<file path="config.mk">
export PLATFORM = sky130hd
export DESIGN_NAME = perf_event_monitor
export DESIGN_NICKNAME = d
export VERILOG_FILES = /design/src/rtl/perf_event_monitor.sv
export SDC_FILE = /design/constraint.sdc
export NUM_CORES = 1
export LEC_CHECK = 0
export CORE_ASPECT_RATIO = 1.75
export CORE_MARGIN = 2
export CORE_UTILIZATION = 55
export DETAILED_ROUTE_END_ITERATION = 8
export DONT_BUFFER_PORTS = 1
export PLACE_DENSITY = 0.7
export SETUP_SLACK_MARGIN = 0.1
export SLEW_MARGIN = 20
export SYNTH_ARGS = -nofsm -noshare
export SYNTH_HDL_FRONTEND = slang
export SYNTH_SLANG_ARGS = --single-unit
</file>
<file path="constraint.sdc">
create_clock -name i_clk -period 17.6 [get_ports i_clk]
set_input_delay 2.64 -clock i_clk [delete_from_list [all_inputs] [get_ports i_clk]]
set_output_delay 2.64 -clock i_clk [all_outputs]
set_load 0.02 [all_outputs]
</file>
<file path="src/rtl/perf_event_monitor.sv">
// Performance event monitor: cycle/retire/branch/event counters with halt-drain FSM.
// Define PERF_SAT_EN to make counters saturate at all-ones instead of wrapping.
module perf_event_monitor #(
    parameter int          CNT_W     = 32,
    parameter int          NUM_EVT   = 4,
    parameter logic [31:0] HALT_INSN = 32'h1111_1111,
    parameter int          DRAIN_CYC = 4
) (
    input  logic                                 i_clk,
    input  logic                                 i_rst,
    input  logic                                 i_start,
    input  logic                                 i_stop,
    input  logic                                 i_clear,
    input  logic                                 i_insn_vld,
    input  logic                                 i_br,
    input  logic                                 i_redirect,
    input  logic [(NUM_EVT > 0 ? NUM_EVT : 1)-1:0] i_evt,
    input  logic [31:0]                          i_if_instr,
    input  logic [$clog2(5+NUM_EVT)-1:0]         i_rd_sel,
    output logic [CNT_W-1:0]                     o_rd_data,
    output logic [1:0]                           o_state,
    output logic                                 o_done,
    output logic [5+NUM_EVT-1:0]                 o_ovf
);

    localparam int NCNT  = 5 + NUM_EVT;
    localparam int SEL_W = $clog2(NCNT);
    localparam int DW    = (DRAIN_CYC > 1) ? $clog2(DRAIN_CYC) : 1;
    localparam logic [DW-1:0] DRAIN_LOAD =
        (DRAIN_CYC > 0) ? DW'(DRAIN_CYC - 1) : '0;

    typedef enum logic [1:0] {
        IDLE  = 2'd0,
        RUN   = 2'd1,
        DRAIN = 2'd2,
        DONE  = 2'd3
    } state_t;

    state_t          state;
    state_t          state_nxt;
    logic [DW-1:0]   drain;
    logic [DW-1:0]   drain_nxt;
    logic            halt;
    logic            active;
    logic [NCNT-1:0] inc;
    logic [CNT_W-1:0] cnt [NCNT];
    logic [CNT_W-1:0] rd_mux;

    assign halt   = (i_if_instr == HALT_INSN);
    assign active = (state == RUN) || (state == DRAIN);

    always_ff @(posedge i_clk or posedge i_rst) begin
        if (i_rst) begin
            state <= IDLE;
            drain <= '0;
        end else begin
            state <= state_nxt;
            drain <= drain_nxt;
        end
    end

    // Stop outranks start and halt; clear only forces DONE back to IDLE.
    always_comb begin
        state_nxt = state;
        drain_nxt = drain;
        unique case (state)
            IDLE: begin
                if (i_start && !i_stop)
                    state_nxt = RUN;
            end
            RUN: begin
                if (i_stop) begin
                    state_nxt = IDLE;
                end else if (halt) begin
                    if (DRAIN_CYC == 0) begin
                        state_nxt = DONE;
                    end else begin
                        state_nxt = DRAIN;
                        drain_nxt = DRAIN_LOAD;
                    end
                end
            end
            DRAIN: begin
                if (i_stop)
                    state_nxt = IDLE;
                else if (drain == '0)
                    state_nxt = DONE;
                else
                    drain_nxt = drain - 1'b1;
            end
            DONE: begin
                if (i_clear)
                    state_nxt = IDLE;
                else if (i_start && !i_stop)
                    state_nxt = RUN;
            end
        endcase
    end

    always_comb begin
        inc    = '0;
        inc[0] = 1'b1;
        inc[1] = i_insn_vld;
        inc[2] = i_br;
        inc[3] = i_br & i_redirect;
        inc[4] = i_br & ~i_redirect;
        for (int k = 0; k < NUM_EVT; k++)
            inc[5+k] = i_evt[k];
    end

    always_ff @(posedge i_clk or posedge i_rst) begin
        if (i_rst) begin
            for (int i = 0; i < NCNT; i++)
                cnt[i] <= '0;
            o_ovf <= '0;
        end else if (i_clear) begin
            for (int i = 0; i < NCNT; i++)
                cnt[i] <= '0;
            o_ovf <= '0;
        end else if (active) begin
            for (int i = 0; i < NCNT; i++) begin
                if (inc[i]) begin
                    if (&cnt[i]) begin
                        o_ovf[i] <= 1'b1;
`ifdef PERF_SAT_EN
                        cnt[i] <= cnt[i];
`else
                        cnt[i] <= '0;
`endif
                    end else begin
                        cnt[i] <= cnt[i] + 1'b1;
                    end
                end
            end
        end
    end

    // Unmatched selects fall through to zero.
    always_comb begin
        rd_mux = '0;
        for (int i = 0; i < NCNT; i++)
            if (i_rd_sel == SEL_W'(i))
                rd_mux = cnt[i];
    end

    always_ff @(posedge i_clk or posedge i_rst) begin
        if (i_rst)
            o_rd_data <= '0;
        else
            o_rd_data <= rd_mux;
    end

    assign o_state = state;
    assign o_done  = (state == DONE);

endmodule

</file>
Word-level counts from Yosys, hierarchy flattened --
Index checks and enable logic that the tools add are counted.
Word-level totals: register bits after elaboration 333, input bits 48, output and inout bits 44, logic and storage cells 164
Operators by class: add/subtract/negate cells 10, equality and inequality tests 18, mux-type cells 59, bitwise gates (word level) 3, reduce and logical (&&, ||, !) cells 53
Operator list (number):
- 32-bit two-way mux | 26
- 288-bit two-way mux | 2
- 32-bit by 1-bit adder with 32-bit output (second input constant) | 9
- 32-bit AND reduction | 9
- 2-bit nonzero test | 19
- 32-bit by 29-bit == test with 1-bit output (second input constant) | 1
- 3-bit AND reduction | 8
- 2-bit two-way mux | 10
- 2-bit AND reduction | 10
- 9-bit two-way mux | 2
- 1-bit two-way mux | 17
- 4-bit by 3-bit == test with 1-bit output (second input constant) | 4
- 4-bit by 2-bit == test with 1-bit output (second input constant) | 2
- 2-bit inequality test (second input constant) | 4
- 2-bit one-hot mux with 4 select lines | 1
- 5-bit AND reduction | 1
- 2-bit == test (second input constant) | 2
- 4-bit by 1-bit == test with 1-bit output (second input constant) | 1
- 4-bit == test (second input constant) | 1
- 2-bit zero test | 2
- 4-bit zero test | 1
- 2-bit one-hot mux with 2 select lines | 1
- 3-bit by 2-bit inequality test with 1-bit output (second input constant) | 1
- 3-bit inequality test (second input constant) | 1
- 7 further kinds | 8

Longest topological paths before layout --
word-level depth 10, gate-level depth with buffers 10, gate-level depth less buffers 7

Worst setup path after synthesis --
Ideal clock, no wire load.
kind input-to-reg, start point input i_clear, end point register cnt[276] (netlist name), setup time 121 ps, arrival time 4230 ps, required time 17479 ps, setup slack 13249 ps, cell stages on the path 6, buffers on the path 1, path through clkbuf_1 nor2_1 nor4_1 or3b_2 xor2_1 nor2_1
On the way: word-level cells in the longest chain between the ends 1, elaborated cells between the ends (all ways) 2
RTL lines:
- start: declaration | line 13 | input logic i_clear,
- 288-bit two-way mux or 2-bit nonzero test (tied branches)
- end signal: indexed assignment | line 131 | cnt[i] <= cnt[i] + 1'b1;
- end: declaration | line 46 | logic [CNT_W-1:0] cnt [NCNT];
Several ways; a longest one is shown, not always the timed one. A chain may end at the register's enable or synchronous reset.

Worst setup path in the final report --
start point input i_evt[0] (netlist name), end point register cnt[112] (netlist name)
On the way: word-level cells in the longest chain between the ends 2
RTL lines:
- start: declaration | line 17 | input logic [(NUM_EVT > 0 ? NUM_EVT : 1)-1:0] i_evt,
- 2-bit nonzero test (no line)
- 2-bit AND reduction (no line)
Every way passes these cells.

==> results.md <==
| Metric | This run |
|---|---|
| Net Count, Synth | 2,068 |
| Worst-path maximum fanout | 26 |
| Synth-to-layout area growth | 8.43% |
| Max-cap check violation count | 0 |
| Antenna cell count | 0 |
| Number of H-tree levels | 2 |
| Average cell area after synthesis | 9.28 um^2 |
| Clock tree from TritonCTS | done |
| Hpwl dp | 46,300 um |
| Depth of the worst register-to-register path | 8 |
| Worst reg-to-reg setup slack | 14,110 ps |
| Clock transition time at the flip-flop clock pins of the worst setup and hold paths | 60 ps |
| Sequential-to-total area share from yosys stat | 44.8% |
| TritonCTS Buffers | 34 |
| Met3 routed wirelength | 3140 um |
| Routability-driven placement congestion ratio | 1.04 |
| Worst slew margin relative to its limit | 21.3% |
| Startpoint types | input pin |
| Post-cts sizing count | 0 |
| Clock insertion delay at the later pin of the skew report | 550 ps |
| Maximum clock frequency | 243 MHz |
| DRC violation count after routing | 0 |
| Prevailing post-synth register cell | dfrtp_1 |
| Area of the core | 0.0335 mm^2 |
| Count of different cell masters after synthesis | 72 |
| Number of enable flip-flop cells after synthesis | 0 |
| CTS max path bufs | 3 |
| Largest voltage drop on the vdd net | 0.0000779 V |
| Post-DR vias/cell | 6.41 |
| Count of antenna-violating nets left after detailed routing | 0 |
| Highest metal layer used by the detailed router | met4 |
| Met2 wire len | 30,800 um |
| Vias in the first global route | 15,862 |
| Final Hold Fails | 0 |
| Kind of critical path | input pin to flop |
| Final setup TNS | 0 ps |
| Async SR Flop Fraction | 100% |
| Total standard cell area after synthesis | 0.0186 mm^2 |
| Number of buffers added to fix hold violations after cts | 0 |
| Endpoint type of the worst setup path | flop |
| Std cell rows | 89 |
| Number of sinks on the clock net | 333 |
| Y dimension of the die | 247 um |
| Startpoint of the lowest-slack register-to-register path | o_state[0] |
| Actual slew at the worst max-slew pin | 1180 ps |
| Max Transition Viols Final | 0 |
| Cells taking the most area after synthesis | dfrtp_1 45%, xor2_1 8.0%, nor2_1 6.7% |
| Reg-to-reg endpoint | cnt[112] |
| Startpoint of the most critical hold path | drain[0] |
| Number of ports placed on the die boundary | 92 |
| Wl on met1 | 20,200 um |
| Number of port buffers | 0 |
| Instance count of the mapped netlist | 2,006 |
| Hold WC Path Type | flop to flop |
| Warnings, synthesis | 0 |
| Setup-failing EPs final | 0 |
| Hold WS | 534 ps |
| First-pass iteration count of the detailed router | 6 |
| Worst clock skew | 15.4 ps |
| Wirelength per Cell | 25.1 um |
| Data arrival time of the critical path | 4500 ps |
| Routed vias | 15,740 |
| Post-placement cell area | 0.0190 mm^2 |
| Number of buffers added for setup after CTS | 0 |
| Global-route wire length before repair | 93,200 um |
| Final global-route overflow total | 0 |
| Number of antenna violations at the first check in global routing | 0 |
| Leak pwr | 8.38 nW |
| Die Area | 0.0354 mm^2 |
| Yosys reg bits | 333 |
| Yosys top cell area share | 44.8% |
| Terminating pin of the worst hold path | drain[0] |
| Power density normalized to cell area | 86.7 mW/mm^2 |
| Final-stage net count | 2,038 |
| Status | finished clean |
| Total global-route track usage | 35.4% |
| Unrepaired setup endpoints after global routing | false |
| Share of final-layout standard cells stronger than drive strength 1 | 6.35% |
| Data required time of the critical path | 17,980 ps |
| Post-route clock period utilization | 23.4% |
| Initial standard-cell utilization of the core | 55.5% |
| Critical path origin | i_evt[0] |
| Largest net degree at the start of global routing | 151 |
| Master cell of the clock root buffer | clkbuf_16 |
| Hold Path Depth | 2 |
| Final Cell Area | 0.0202 mm^2 |
| Count of routing violations after the opening detailed-route iteration | 1,219 |
| Wire length reported by the detailed router | 61,700 um |
| Post-layout minimum cycle time | 4120 ps |
| Width of the die | 143 um |
| Cell type with the highest aggregate area in the netlist | dfrtp_1 |
==> sequential cells by signal, summed over array words and instances (netlist names) <==
| name | count |
|---|---|
| o_rd_data | 32 |
| o_ovf | 9 |
| o_state | 2 |
| cnt | 288 |
| drain | 2 |
==> cells in the final DEF, fill, tap and decap left out, types with 14 or more instances in the layout <==
cell and n:
dfrtp_1 333, nor2_1 330, nand2_1 212, xor2_1 171, nand4_1 119, nand3_1 118
xnor2_1 81, nor3_1 61, o21ai_0 43, and3_1 37, clkbuf_16 37, inv_1 36
nor4_1 35, mux2i_1 33, a21oi_1 31, and4_1 27, mux4_2 24, a222oi_1 21
and2_1 17, buf_4 16, nor2b_1 14, ha_1 14
==> cells in the mapped netlist, drive strengths merged (4+ instances only) <==
cell type	number
clkbuf	48
o21a	4
o21ai	46
xor2	171
o221ai	4
a31oi	12
o31ai	5
inv	37
o22ai	5
ha	14
a32o	5
nand2b	6
o32ai	4
nor2	330
xnor2	81
dfrtp	333
and2	17
a221oi	6
a211o	4
mux2i	33
or2	5
nor3	61
and4	27
o211ai	6
a22oi	5
or3	12
a222oi	21
a21oi	31
nor2b	15
nand3	118
nand4	122
mux2	5
a21o	6
nor3b	4
nand4b	4
nand2	212
or4	8
nor4b	11
buf	36
and3	37
nor4	42
mux4	24
==> where the power goes <==
part	switching, W	internal, W	total, W
Sequential	0.0000260	0.000779	0.000805
Clock	0.000318	0.000474	0.000792
Combinational	0.000111	0.0000404	0.000152
==> routing by layer <==
layer,global-route usage (%),vias up
li1,-,7072
met1,35.1,7743
met2,61.4,650
met3,5.36,275
met4,34.6,0
met5,0,-
==> how the worst max path moves through the flow <==
stage | endpoint | slack, ps | cells after the start
final | cnt[112] | 13480 | 5
after CTS | o_done | 13520 | 1
after global placement | cnt[115] | 13140 | 5
after floorplan | cnt[0] | 5740 | 1
after global routing | cnt[108] | 13270 | 5
after detailed placement | cnt[115] | 12970 | 5
==> stage by stage <==
| stage | util [%] | cells | total power, W | worst slack (ps) |
|---|---|---|---|---|
| after CTS | 60.2 | 2454 | 0.00176 | 13520 |
| final | 60.2 | 2455 | 0.00175 | 13480 |
| after floorplan | - | 2006 | 0.000925 | 5740 |
| after global placement | 56.5 | 2394 | 0.000964 | 13140 |
| after detailed placement | 56.6 | 2394 | 0.000968 | 12970 |
| after global routing | 60.2 | 2455 | 0.00180 | 13270 |
==> cells by family after synthesis <==
group,synth area share [%]
xor+xnor,11.9
simple gates,27.6
mux,4.98
flops,44.8
compound gates,7.00
buf+inv,2.83
fa+ha+maj,0.941
==> cell type report <==
| cell class | instances | area [um^2] |
|---|---|---|
| sequential | 333 | 8330 |
| clock buffer | 49 | 1050 |
| tap | 455 | 569 |
| fill | 2909 | 13300 |
| clock inverter | 11 | 159 |
| timing repair buffer | 18 | 148 |
| inverter | 37 | 146 |
| multi-input combinational | 1552 | 9780 |
==> worst max-delay path, cell delays in order <==
cell,delay [ps]
nand2_1,120
nor4_1,640
nand3_1,210
nand2_1,750
nor2_1,130
Power figures use the tool's default switching activity.
